==> config.mk <==
export PLATFORM = sky130hd
export DESIGN_NAME = mul_div_unit
export DESIGN_NICKNAME = d
export VERILOG_FILES = /design/src/rtl/mul_div_unit.sv
export SDC_FILE = /design/constraint.sdc
export NUM_CORES = 1
export LEC_CHECK = 0
export ABC_AREA = 1
export CAP_MARGIN = 20
export CORE_MARGIN = 3
export CORE_UTILIZATION = 56
export DETAILED_ROUTE_END_ITERATION = 10
export PLACE_DENSITY = 0.76
export SLEW_MARGIN = 20
export SYNTH_ARGS = -nofsm -noshare
export SYNTH_HDL_FRONTEND = slang
export SYNTH_SLANG_ARGS = --single-unit
==> constraint.sdc <==
create_clock -name clk -period 3 [get_ports clk]
set_input_delay 0.75 -clock clk [delete_from_list [all_inputs] [get_ports clk]]
set_output_delay 0.75 -clock clk [all_outputs]
set_load 0.02 [all_outputs]
==> src/rtl/mul_div_unit.sv <==
// Iterative multiply/divide engine (1 bit per cycle) feeding the HI/LO registers.
// Signed ops work on magnitudes; sign correction happens in a single FIXUP cycle.
module mul_div_unit #(
  parameter int unsigned WIDTH = 16
) (
  input  logic             clk,
  input  logic             reset,
  input  logic             start,
  input  logic [1:0]       op,
  input  logic [WIDTH-1:0] a,
  input  logic [WIDTH-1:0] b,
  output logic             busy,
  output logic             done,
  output logic             write_hi,
  output logic             write_lo,
  output logic             div_by_zero,
  output logic [WIDTH-1:0] hi_o,
  output logic [WIDTH-1:0] lo_o
);

  localparam int unsigned CntW = (WIDTH > 1) ? $clog2(WIDTH) : 1;

  typedef enum logic [1:0] {StIdle, StCalc, StFixup, StDone} state_e;

  state_e               state_q, state_d;
  logic [CntW-1:0]      cnt_q, cnt_d;
  logic                 is_div_q, is_div_d;
  logic                 neg_q, neg_d;
  logic                 dvd_neg_q, dvd_neg_d;
  logic                 dbz_q, dbz_d;
  logic [2*WIDTH-1:0]   acc_q, acc_d;
  logic [WIDTH-1:0]     opnd_q, opnd_d;
  logic [WIDTH-1:0]     hi_q, hi_d;
  logic [WIDTH-1:0]     lo_q, lo_d;

  logic [WIDTH-1:0]     a_mag, b_mag;
  logic [WIDTH:0]       mul_sum;
  logic [WIDTH:0]       div_shift;
  logic [WIDTH:0]       div_diff;
  logic [2*WIDTH-1:0]   prod_fix;
  logic [WIDTH-1:0]     quot_fix, rem_fix;

  assign a_mag = (op[0] && a[WIDTH-1]) ? (~a + 1'b1) : a;
  assign b_mag = (op[0] && b[WIDTH-1]) ? (~b + 1'b1) : b;

  // Multiply: acc = {partial product, remaining multiplier bits}.
  assign mul_sum = {1'b0, acc_q[2*WIDTH-1:WIDTH]} + (acc_q[0] ? {1'b0, opnd_q} : '0);

  // Divide: acc = {partial remainder, remaining dividend / quotient bits}.
  assign div_shift = {acc_q[2*WIDTH-1:WIDTH], acc_q[WIDTH-1]};
  assign div_diff  = div_shift - {1'b0, opnd_q};

  assign prod_fix = neg_q ? (~acc_q + 1'b1) : acc_q;
  assign quot_fix = neg_q ? (~acc_q[WIDTH-1:0] + 1'b1) : acc_q[WIDTH-1:0];
  assign rem_fix  = dvd_neg_q ? (~acc_q[2*WIDTH-1:WIDTH] + 1'b1) : acc_q[2*WIDTH-1:WIDTH];

  always_comb begin
    state_d   = state_q;
    cnt_d     = cnt_q;
    is_div_d  = is_div_q;
    neg_d     = neg_q;
    dvd_neg_d = dvd_neg_q;
    dbz_d     = dbz_q;
    acc_d     = acc_q;
    opnd_d    = opnd_q;
    hi_d      = hi_q;
    lo_d      = lo_q;
    unique case (state_q)
      StIdle: begin
        if (start) begin
          is_div_d = op[1];
          dbz_d    = 1'b0;
          if (op[1] && (b == '0)) begin
            state_d = StDone;
            hi_d    = a;
            lo_d    = '1;
            dbz_d   = 1'b1;
          end else begin
            state_d   = StCalc;
            cnt_d     = '0;
            neg_d     = op[0] & (a[WIDTH-1] ^ b[WIDTH-1]);
            dvd_neg_d = op[0] & op[1] & a[WIDTH-1];
            acc_d     = op[1] ? {{WIDTH{1'b0}}, a_mag} : {{WIDTH{1'b0}}, b_mag};
            opnd_d    = op[1] ? b_mag : a_mag;
          end
        end
      end
      StCalc: begin
        cnt_d = cnt_q + 1'b1;
        if (is_div_q) begin
          if (!div_diff[WIDTH]) begin
            acc_d = {div_diff[WIDTH-1:0], acc_q[WIDTH-2:0], 1'b1};
          end else begin
            acc_d = {div_shift[WIDTH-1:0], acc_q[WIDTH-2:0], 1'b0};
          end
        end else begin
          acc_d = {mul_sum, acc_q[WIDTH-1:1]};
        end
        if (cnt_q == CntW'(WIDTH - 1)) state_d = StFixup;
      end
      StFixup: begin
        state_d = StDone;
        if (is_div_q) begin
          hi_d = rem_fix;
          lo_d = quot_fix;
        end else begin
          hi_d = prod_fix[2*WIDTH-1:WIDTH];
          lo_d = prod_fix[WIDTH-1:0];
        end
      end
      StDone: state_d = StIdle;
      default: state_d = StIdle;
    endcase
  end

  always_ff @(posedge clk) begin
    if (reset) begin
      state_q   <= StIdle;
      cnt_q     <= '0;
      is_div_q  <= 1'b0;
      neg_q     <= 1'b0;
      dvd_neg_q <= 1'b0;
      dbz_q     <= 1'b0;
      acc_q     <= '0;
      opnd_q    <= '0;
      hi_q      <= '0;
      lo_q      <= '0;
    end else begin
      state_q   <= state_d;
      cnt_q     <= cnt_d;
      is_div_q  <= is_div_d;
      neg_q     <= neg_d;
      dvd_neg_q <= dvd_neg_d;
      dbz_q     <= dbz_d;
      acc_q     <= acc_d;
      opnd_q    <= opnd_d;
      hi_q      <= hi_d;
      lo_q      <= lo_d;
    end
  end

  assign busy        = (state_q != StIdle);
  assign done        = (state_q == StDone);
  assign write_hi    = done;
  assign write_lo    = done;
  assign div_by_zero = done & dbz_q;
  assign hi_o        = hi_q;
  assign lo_o        = lo_q;

endmodule
==> results.yml, run 1 <==
clock_tree:
  cts_resized: 0
  ctsLongestPathBuffers: 2
  root_buffer: "clkbuf_16"
  cts_tree: "yes"
  clk_pin_slew_ns: 0.07
  clock-sinks: 90
  htree_levels: 3
  cts_setup_buffers: 0
  clk_latency_ns: 0.36
  cts_made_buffers: 9
  postCtsHoldBufs: 0
die:
  fp-row-count: 44
  die_x_um: 128.2
  core-area_um2: 14590
  initial_utilization_pct: 57.29
  dieArea_um2: 16430
  io_pins: 74
  die_h_um: 128.2
logic_synthesis:
  ys_ff_latch: 90
  syn_avg_cell_area_um2: 5.841
  synth_edf_count: 0
  synth_compound_area_share_pct: 19.42
  synthMuxAreaShare_pct: 0
  async_reset_ff_share_pct: 0
  synthXorXnorAreaFrac_pct: 4.087
  synth_top_family_by_area: "simple AND/OR/NAND/NOR gates"
  synth-main-ff-cell: "dfxtp_1"
  synth_nets: 1512
  yosysWarnings: 0
  syn_inst: 1431
  synth-adder-area-share_pct: 6.766
  synthDistinctLibCells: 45
  syn_area_um2: 8358
  synth_seq_area_share_pct: 21.56
  synthSimpleGateAreaFrac_pct: 36.08
finish:
  final_common_cell: "nand2_1"
  layout_common_cells: "nand2_1 (364), inv_1 (190), nand3_1 (180)"
  seq_area_um2: 1802
  multi_input_area_um2: 5545
  nets: 1590
  drive_gt1_share_pct: 5.746
  final_cells: 1698
  num_antenna_cells: 0
  area_growth_pct: 16.56
  num-fill-cells: 1425
setup_path:
  crit_family: "simple AND/OR/NAND/NOR gates"
  required_ns: 3.28
  path_class: "reg2reg"
  worstPathCellList: "inv_1 -> ha_1 -> fa_1 -> inv_1 -> nand3_1 -> nand2_1 -> nand2_1 -> nand2_1 -> nand2_1 -> nand2_1 -> nand2_2 -> nand2_2 -> nand2_1 -> nand3_1 -> nand3_1 -> a21oi_1"
  cp-end-kind: "flip-flop"
  startpoint_type: "flip-flop"
  cpPeakStageDelay_ns: 0.41
  crit_slowest_cell: "fa_1"
  critPathBufInv: 2
  cp_max_fo: 13
  crit_top_cell: "nand2_1"
  arrival_ns: 2.91
power:
  power_density_nw_per_um2: 664.5
  ir_drop_v: 0.0004723
  p_clk_share_pct: 16.8
  pwr-share-seq_pct: 25.2
  power.leakage_nw: 4.677
  pwr-share-comb_pct: 58.0
  cell_internal_pwr_w: 0.003269
  p_sw_w: 0.003204
  switching_share_pct: 49.49
sta:
  slew_viol_final: 0
  post-route-min-period_ns: 2.629
  grt_setup_unrepaired: "false"
  tightest_slew_ns: 0.6862
  fin_crit_sh_pct: 87.63
  skew_ns: 0.01359
  setup_viol: 0
  finalSetupTns_ns: 0
  slew_headroom_pct: 54.21
  timing.fmax_mhz: 380.4
  hold_viol: 0
min_path:
  min_path_type: "reg2reg"
job:
  maxCapViolCount: 0
global_routing:
  grt_antenna_before_repair: 0
  grt_overflow: 0
  grt.total_usage_pct: 35.27
  grt_pass1_vias: 8874
  grt_pass1_wl_um: 45950
  grt_max_degree: 52
place:
  gp_congestion: 0.9294
  port_buffers: 73
  dp_cells: 1682
  dp.final_hpwl_um: 23020
routing:
  ant_nets: 0
  via_per_inst: 5.866
  post_drt_wl_per_cell_um: 17.13
  dr.pass1.iters: 5
  drt-initial-drc-count: 1192
  drt-total-wl_um: 29090
  vias: 9961
  drc: 0
run_status:
  outcome: "complete, no violations"
-- power groups by stage --
stage	registers, W	clock network, W	logic, W
finish	0.00163	0.00109	0.00375
CTS	0.00162	0.00110	0.00367
global placement	0.00164	0	0.00360
global route	0.00165	0.00114	0.00420
detailed placement	0.00164	0	0.00364
floorplan	0.00164	0	0.00254
-- flip-flops by register name (all words and copies together) (netlist names) --
signal	cells
acc_q	32
cnt_q	4
dbz_q	1
dvd_neg_q	1
hi_o	16
is_div_q	1
lo_o	16
neg_q	1
opnd_q	16
state_q	2
-- cells in the mapped netlist (2+ instances only) --
| cell | number | share of area [%] |
|---|---|---|
| nand2_1 | 364 | 16 |
| inv_1 | 190 | 8.5 |
| nand3_1 | 180 | 11 |
| a21oi_1 | 145 | 8.7 |
| nor2_1 | 97 | 4.4 |
| o21ai_0 | 97 | 5.8 |
| dfxtp_1 | 90 | 22 |
| ha_1 | 42 | 6.3 |
| clkbuf_1 | 37 | 1.7 |
| xor2_1 | 31 | 3.2 |
| o21ai_1 | 20 | 1.2 |
| nor3_1 | 19 | 1.1 |
| nand4_1 | 15 | 1.1 |
| o211ai_1 | 10 | 0.90 |
| nand3b_1 | 8 | 0.72 |
| xnor2_1 | 8 | 0.84 |
| a31oi_1 | 7 | 0.52 |
| buf_2 | 7 | 0.42 |
| a211oi_1 | 6 | 0.54 |
| buf_4 | 6 | 0.54 |
| inv_2 | 6 | 0.27 |
| buf_1 | 5 | 0.22 |
| nand2_2 | 5 | 0.37 |
| o21a_1 | 5 | 0.45 |
| a21o_1 | 4 | 0.36 |
| buf_6 | 3 | 0.40 |
| or2_2 | 3 | 0.22 |
| fa_1 | 2 | 0.48 |
| nor3_4 | 2 | 0.39 |
| o22ai_1 | 2 | 0.15 |
-- final timing paths --
path         startpoint        end  slack [ns]  cells past startpoint
max reg2reg   acc_q[15]  acc_q[25]        0.37                     16
max           acc_q[15]  acc_q[25]        0.37                     16
min             lo_o[6]    lo_o[6]        0.47                      2
min reg2reg     lo_o[6]    lo_o[6]        0.47                      2
-- worst min-delay path, delay by kind of cell (launching register included) --
family	cells	cell delay [ns]
DFF	1	0.31
AOI/OAI and AO/OA	1	0.05
and+or+nand+nor	1	0.06
-- routing by layer --
| layer | vias to the layer above | track usage (%) | share of wire, % |
|---|---|---|---|
| met3 | 70 | 9.000 | 11 |
| met4 | 0 | 15.23 | 4.3 |
| li1 | 4865 | - | - |
| met2 | 552 | 52.43 | 43 |
| met5 | - | 0 | 0 |
| met1 | 4474 | 48.27 | 42 |
-- kinds of logic after synthesis --
kind of cell | after synthesis
buffers and inverters | 255
adder cells (fa/ha/maj) | 44
flip-flops | 90
XOR/XNOR | 39
AO/OA/AOI/OAI | 304
AND/OR/NAND/NOR | 699
-- final cells by class --
type	count	area share [%]
tap	184	2.363
clock buffer	11	2.492
multi-input combinational	1086	56.92
timing repair buffer	125	11.76
sequential	90	18.49
clock inverter	5	0.3725
inverter	197	7.591
-- per-stage QoR --
step | utilization [%] | hold slack [ns] | setup WS [ns] | total power [W] | instance area, µm²
2_1_floorplan | - | 0.4448 | 0.6087 | 0.004179 | 8358
3_3_place_gp | 64.86 | 0.4576 | 0.08872 | 0.005245 | 9463
3_5_place_dp | 64.86 | 0.4620 | 0.01540 | 0.005287 | 9463
4_1_cts | 66.78 | 0.4690 | 0.3993 | 0.006380 | 9742
5_1_grt | 66.78 | 0.4882 | 0.1247 | 0.006994 | 9742
6_report | 66.78 | 0.4699 | 0.3710 | 0.006473 | 9742
Power figures use the tool's default switching activity.
==> run 2, diff against run 1 <==
--- a/config.mk
+++ b/config.mk
@@ -6,6 +6,7 @@
 export NUM_CORES = 1
 export LEC_CHECK = 0
 export ABC_AREA = 1
+export ABC_CLOCK_PERIOD_IN_PS = 3000
 export CAP_MARGIN = 20
 export CORE_MARGIN = 3
 export CORE_UTILIZATION = 56
==> results of run 2 <==
Same layout as run 1: the final DEF is identical, and so are final timing and power.
==> run 3, diff against run 2 <==
--- a/config.mk
+++ b/config.mk
@@ -16,3 +16,4 @@
 export SYNTH_ARGS = -nofsm -noshare
 export SYNTH_HDL_FRONTEND = slang
 export SYNTH_SLANG_ARGS = --single-unit
+export TNS_END_PERCENT = 1
==> results of run 3 <==
Same layout as run 1: the final DEF is identical, and so are final timing and power.
